===== config.mk =====
export PLATFORM = sky130hd
export DESIGN_NAME = uart_tx_feeder
export DESIGN_NICKNAME = d
export VERILOG_FILES = /design/src/rtl/uart_tx_feeder.sv
export SDC_FILE = /design/constraint.sdc
export NUM_CORES = 1
export LEC_CHECK = 0
export BUFFER_PORTS_ARGS = -buffer_cell sky130_fd_sc_hd__buf_2
export CAP_MARGIN = 20
export CORE_UTILIZATION = 53
export DETAILED_ROUTE_END_ITERATION = 8
export PLACE_DENSITY = 0.75
export SLEW_MARGIN = 10
export SYNTH_ARGS = -nofsm -noshare
export SYNTH_HDL_FRONTEND = slang
export SYNTH_SLANG_ARGS = --single-unit
export TNS_END_PERCENT = 30

===== constraint.sdc =====
create_clock -name clk -period 2 [get_ports clk]
set_input_delay 0.1 -clock clk [delete_from_list [all_inputs] [get_ports clk]]
set_output_delay 0.1 -clock clk [all_outputs]
set_load 0.05 [all_outputs]

===== src/rtl/uart_tx_feeder.sv =====
// uart_tx_feeder: byte FIFO plus launch controller feeding the uart Tx_DATA/Tx_WR/Tx_BUSY handshake.
// Optional feature macro: UART_TXF_DROP_CNT_EN adds the saturating drop_cnt overflow counter port.
module uart_tx_feeder #(
    parameter int unsigned DEPTH  = 8,
    parameter int unsigned ADDR_W = 3
) (
    input  logic              clk,
    input  logic              reset,
    input  logic              wr_en,
    input  logic [7:0]        wr_data,
    input  logic              enable,
    input  logic              Tx_BUSY,
    output logic              Tx_WR,
    output logic [7:0]        Tx_DATA,
    output logic              full,
    output logic              empty,
    output logic [ADDR_W:0]   count
`ifdef UART_TXF_DROP_CNT_EN
    ,
    output logic [7:0]        drop_cnt
`endif
);

    localparam int unsigned    CNT_W    = ADDR_W + 1;
    localparam logic [ADDR_W:0] FULL_LVL = CNT_W'(DEPTH);

    typedef enum logic [1:0] {
        IDLE  = 2'd0,
        SEND  = 2'd1,
        DRAIN = 2'd2
    } state_t;

    state_t              state;
    logic [7:0]          mem [DEPTH];
    logic [ADDR_W-1:0]   wr_ptr;
    logic [ADDR_W-1:0]   rd_ptr;
    logic                push;
    logic                pop;
    logic [ADDR_W:0]     count_next;

    // Push/pop qualification and next occupancy; full is the registered flag so a push at full drops.
    always_comb begin
        push       = 1'b0;
        pop        = 1'b0;
        count_next = count;
        push       = wr_en && !full;
        pop        = (state == IDLE) && enable && !empty && !Tx_BUSY;
        if (push && !pop) begin
            count_next = count + CNT_W'(1);
        end else if (!push && pop) begin
            count_next = count - CNT_W'(1);
        end
    end

    // Storage array; deliberately not reset.
    always_ff @(posedge clk) begin
        if (reset && push) begin
            mem[wr_ptr] <= wr_data;
        end
    end

    // Pointers, occupancy and registered full/empty flags derived from the next count.
    always_ff @(posedge clk) begin
        if (!reset) begin
            wr_ptr <= '0;
            rd_ptr <= '0;
            count  <= '0;
            full   <= 1'b0;
            empty  <= 1'b1;
        end else begin
            if (push) begin
                wr_ptr <= wr_ptr + ADDR_W'(1);
            end
            if (pop) begin
                rd_ptr <= rd_ptr + ADDR_W'(1);
            end
            count <= count_next;
            full  <= (count_next == FULL_LVL);
            empty <= (count_next == '0);
        end
    end

    // Launch FSM: pop into Tx_DATA, hold Tx_WR until the uart reports busy, then wait for it to finish.
    always_ff @(posedge clk) begin
        if (!reset) begin
            state   <= IDLE;
            Tx_WR   <= 1'b0;
            Tx_DATA <= 8'h00;
        end else begin
            case (state)
                IDLE: begin
                    if (pop) begin
                        Tx_DATA <= mem[rd_ptr];
                        Tx_WR   <= 1'b1;
                        state   <= SEND;
                    end
                end
                SEND: begin
                    if (Tx_BUSY) begin
                        Tx_WR <= 1'b0;
                        state <= DRAIN;
                    end
                end
                DRAIN: begin
                    if (!Tx_BUSY) begin
                        state <= IDLE;
                    end
                end
                default: begin
                    Tx_WR <= 1'b0;
                    state <= IDLE;
                end
            endcase
        end
    end

`ifdef UART_TXF_DROP_CNT_EN
    // Saturating count of pushes refused because the FIFO was full.
    always_ff @(posedge clk) begin
        if (!reset) begin
            drop_cnt <= 8'h00;
        end else if (wr_en && full && (drop_cnt != 8'hFF)) begin
            drop_cnt <= drop_cnt + 8'h01;
        end
    end
`endif

endmodule

# --- Word level (Yosys, flattened, before mapping) ---
# Memory sizes are Yosys's and may differ from the RTL's. A register that Yosys moved wholly into a read port is not among the register bits.
# Cells that the tools add are included.
word_totals:
  register_bits: 15
  ram_bits: 64
  input_bits: 13
  out_inout_bits: 15
  elab_cells: 48
  memories: 1
op_classes:
  n_addsub: 4
  eq_ne: 6
  muxes: 11
  n_bitwise: 1
  n_reduce_logical: 18
mem_list:
  columns: ["name", "depth", "word_bits", "rd", "rd_clocked_by_memory_dff", "write_ports", "line_no", "rtl"]
  rows:
  - ["mem", 8, 8, 1, 1, 1, "34", "logic [7:0] mem [DEPTH];"]
op_table:
  columns: ["operator", "n"]
  rows:
  - ["$mux 4", 2]
  - ["$logic_and 1x1->1", 7]
  - ["$add 3x1->3 const B", 2]
  - ["$logic_not 1->1", 6]
  - ["$mux 2", 3]
  - ["$ne 2x2->1 const B", 3]
  - ["$pmux 2 s3", 1]
  - ["$reduce_and 3->1", 2]
  - ["$add 4x1->4 const B", 1]
  - ["$eq 4x4->1 const B", 1]
  - ["$logic_not 4->1", 1]
  - ["$mux 1", 4]
  - ["$sub 4x1->4 const B", 1]
  - ["$pmux 1 s3", 1]
  - ["$eq 2x1->1 const B", 1]
  - ["$eq 2x2->1 const B", 1]
  - ["$logic_not 2->1", 1]
  - ["$reduce_and 2->1", 1]
  - ["$not 1->1", 1]

# --- Depth between registers and ports, before layout ---
logic_depth:
  depth_word: 8
  depth_mapped: 7
  mapped_depth_nobuf: 7

# --- Worst setup path before layout ---
# OpenSTA, ideal clock, no wires.
synth_timing:
  path_kind: "flip-flop to flip-flop"
  start: "register full"
  end: "memory mem[5][0] (enable)"
  setup_time_ns: 0.383
  arrival_time_ns: 1.748
  required_ns: 1.617
  slack_ns: -0.131
  path_stages_with_launch: 5
  path_buffers: 1
  synth_period_minus_slack_ns: 2.131
  path_cell_list: "dfxtp_1 > nor2b_1 > clkbuf_1 > nand2_1 > nor3_1"
synth_between:
  elab_chain_cells: 5
synth_lines:
  columns: ["element", "line_no", "rtl"]
  rows:
  - ["from (decl)", "15", "output logic full,"]
  - ["from (signal assigned)", "78", "full <= (count_next == FULL_LVL);"]
  - ["$logic_not 1->1", "46", "push = wr_en && !full;"]
  - ["$logic_and 1x1->1", "46", null]
  - ["$logic_and 1x1->1", "57", "if (reset && push) begin"]
  - ["$mux 1", "57", null]
  - ["$mux 1 (not written as such)", "58", "mem[wr_ptr] <= wr_data;"]
  - ["to (decl)", "34", null]
# Every way passes these cells.

# --- Final worst setup path ---
layout_timing:
  start: "register state[1]"
  end: "register full"
layout_between:
  elab_chain_cells: 8
  word_cells_on_any_way: 10
  classes_between: "eq/ne: 1; mux: 2; reduce/logical: 7"
layout_lines:
  columns: ["element", "line_no", "rtl"]
  rows:
  - ["from (decl)", "33", "state_t state;"]
  - ["from (signal assigned)", "86", "state <= IDLE;"]
  - ["from (signal assigned)", "95", "state <= SEND;"]
  - ["from (signal assigned)", "101", "state <= DRAIN;"]
  - ["$logic_not 2->1 (*)", "47", "pop = (state == IDLE) && enable && !empty && !Tx_BUSY;"]
  - ["$logic_and 1x1->1 (*) (3 in series)", "47", null]
  - ["$logic_and 1x1->1 or $logic_not 1->1 (tied branches)", "50, 48", null]
  - ["$mux 4 or $logic_and 1x1->1 (tied branches)", "50, 48", null]
  - ["$mux 4 (*)", "48", "if (push && !pop) begin"]
  - ["$eq 4x4->1 (*)", "78", null]
# Every way passes the cells marked *; elsewhere a longest branch is shown, timed or not.
# A chain may end at the register's enable or synchronous reset.

==> qor.txt <==
run status: complete, no violations
htree depth: 3
Synth top area share: 0.556
Post-synth top flop: edfxtp_1
Slew Limit Fails: 0
worst reg2reg setup slack: 0.04 ns
worst clock skew: 0.00803 ns
Routed Wire Length: 6.17 mm
FP Rows: 29
Avg Vias per Cell: 5.70
Die Span Y: 82.8 um
CP Capture Type: register
NumNets Final: 280
pre-CTS setup slack: 0.0767 ns
final setup fails: 0
area leader, netlist: edfxtp_1
Vias: 1968
most common cell in the netlist: edfxtp_1
clk slew on worst S/H paths: 0.09 ns
Final Worst Setup Slack: 0.0386 ns
Max clock buf depth: 2
final hold viol count: 0
core area: 0.00631 mm^2
area share of fa/ha/maj cells after synthesis: 0.0145
max-cap violation count: 0
synthesis-stage register bit count: 87
Final Critical Period: 1.96 ns
Pre-antenna DRT Iters: 4
Net Count, Synth: 232
largest net degree at the start of global routing: 20
synth top area cells: edfxtp_1 (56%), dfxtp_1 (13%), mux4_2 (10%), mux2i_1 (2.3%), a211oi_1 (2.0%)
Peak VDD IR: 455 uV
crit path DAT: 2.24 ns
1st-iter DRT viols: 131
Hold Path Stages: 1
CP startpoint kind: register
Min-Delay Endpoint: mem[2][2]$_DFFE_PP_
Reg-to-Reg Start: state[1]$_SDFFE_PN0P_
GRT Total Usage: 0.197
Post-Syn Instances: 215
Port Buf Inserts: 27
Critical Path Max Stage Delay: 0.58 ns
total power: 3.69 mW
compound-gate portion of the synthesized area: 0.0546
Hold Crit Class: primary input to register
Hold WS: 0.0219 ns
Seq/Total Area, Yosys: 0.689
RSZ-0062 raised after global routing: yes
Worst-Margin Slew: 0.641 ns
diodes inserted: 0
CTS tree: yes
clock root buffer: clkbuf_8
Leak: 1.40 nW
Reg2Reg Depth: 5
XOR/XNOR share of the synthesized area: 0.0127
placed cell area: 0.00381 mm^2
first-pass GRT wire length: 9.18 mm
Post-synth EDFFs: 64
WL/cell: 17.9 um
Die Wd: 82.8 um
Num CTS Buffers: 9
average size of a mapped cell: 16.1 um^2
CP required: 2.28 ns
Post-Synth Simple-Gate Area: 0.0807
delay-heaviest family, CP: compound AO/OA/AOI/OAI gates
RD Place Congestion: 0.797
post-detailed-route count of antenna-violating nets: 0
count of cell types in the netlist: 35
share of cells above drive strength 1: 0.340
vias in the first global route: 1800
setup_tns: 0 ns
post-DP HPWL: 4.07 mm
drc violations: 0
Crit Path Class: register to register
Clk Latency, worst-skew pair: 0.34 ns
worst hold path startpoint: wr_data[2]
CP cell instances: or4b_4 -> o21a_4 -> a22oi_2 -> mux2i_2 -> o221a_1
proportion of synthesized area in mux cells: 0.131
power per standard cell area: 914 mW/mm^2
Design Area, Final: 0.00404 mm^2
Initial Util: 0.548
GRT overflow: 0
initial antenna violation count: 0
WP buf/inv: 0
synthesized area: 0.00346 mm^2
largest family of logic cells by synthesized area: multiplexers
Tcrit/Tclk final: 0.981
fmax: 510 MHz
slowest CP cell: or4b_4
CP Max Fanout: 5
most frequent cells after synthesis: edfxtp_1 (64), dfxtp_1 (23), nor2_1 (18), mux4_2 (16), nand2_1 (13)
CTS Sinks: 87
worst reg2reg path endpoint: full$_SDFF_PN0_
Slew HR: 0.572
Top Ports: 28
Syn-to-layout area delta: 16.7%
die area: 0.00685 mm^2
FFs w/ async S/R, synth: 0
warning count from the yosys run: 0
[worst max-delay path by stage]
stage | start | end | cells past startpoint
detailed placement | state[1]$_SDFFE_PN0P_ | full$_SDFF_PN0_ | 5
finish | state[1]$_SDFFE_PN0P_ | full$_SDFF_PN0_ | 5
floorplan | full$_SDFF_PN0_ | mem[5][0]$_DFFE_PP_ | 4
global route | state[1]$_SDFFE_PN0P_ | full$_SDFF_PN0_ | 5
CTS | Tx_BUSY | full$_SDFF_PN0_ | 7
global placement | state[1]$_SDFFE_PN0P_ | full$_SDFF_PN0_ | 5
[final cells by class]
cell class,count,area [um^2]
fillers,472,2280
repair buffers,48,310
well taps,77,96.3
multi-input cells,113,1030
clock buffers,9,124
clock inverters,7,78.8
inverters,4,15.0
flip-flops and latches,87,2380
[registers in the layout, indices dropped and copies added, names as in the netlist, 2 cells and up]
name,count
Tx_DATA,8
rd_ptr,3
count,4
state,2
mem,64
wr_ptr,3
[per-stage QoR]
stage                     std cells   util
after global placement          327  0.603
after global routing            345  0.640
after floorplan                 215      -
after CTS                       344  0.637
after detailed placement        327  0.603
final                           345  0.640
[where the power goes]
part	switching, mW	internal [mW]	leakage (nW)
clock	0.627	0.592	0.0982
combinational	0.274	0.167	0.536
sequential	0.0407	1.99	0.767
total	0.942	2.75	1.40
[cell usage in the layout, fill, tap and decap left out, types with 9 or more instances in the layout]
cell type	n
dfxtp_1	21
buf_4	20
nor3_1	9
nand2_1	13
buf_2	26
nor2_1	18
a211oi_1	9
edfxtp_1	64
clkbuf_8	9
mux4_2	16
[metal layers]
layer	wire [um]	GRT usage	share of wire	vias up
met2	2990	0.307	0.48	55
li1	-	-	-	931
met1	2830	0.257	0.46	973
met5	0	0	0	-
met3	251	0.0568	0.041	9
met4	104	0.0862	0.017	0
[cell families after synthesis]
| family | Yosys count |
|---|---|
| mux | 25 |
| xor+xnor | 5 |
| simple gates | 56 |
| flops | 87 |
| compound gates | 23 |
| buf+inv | 15 |
| fa+ha+maj | 4 |
[what timing repair did]
item                                    4_1_cts  5_1_grt
gates resized for setup                       0        3
hold buffers                                  1        0
endpoints found under the setup margin        0        2
setup buffers                                 0        2
endpoints found under the hold margin         1        0
No activity file was read; power rests on OpenSTA's default activity.
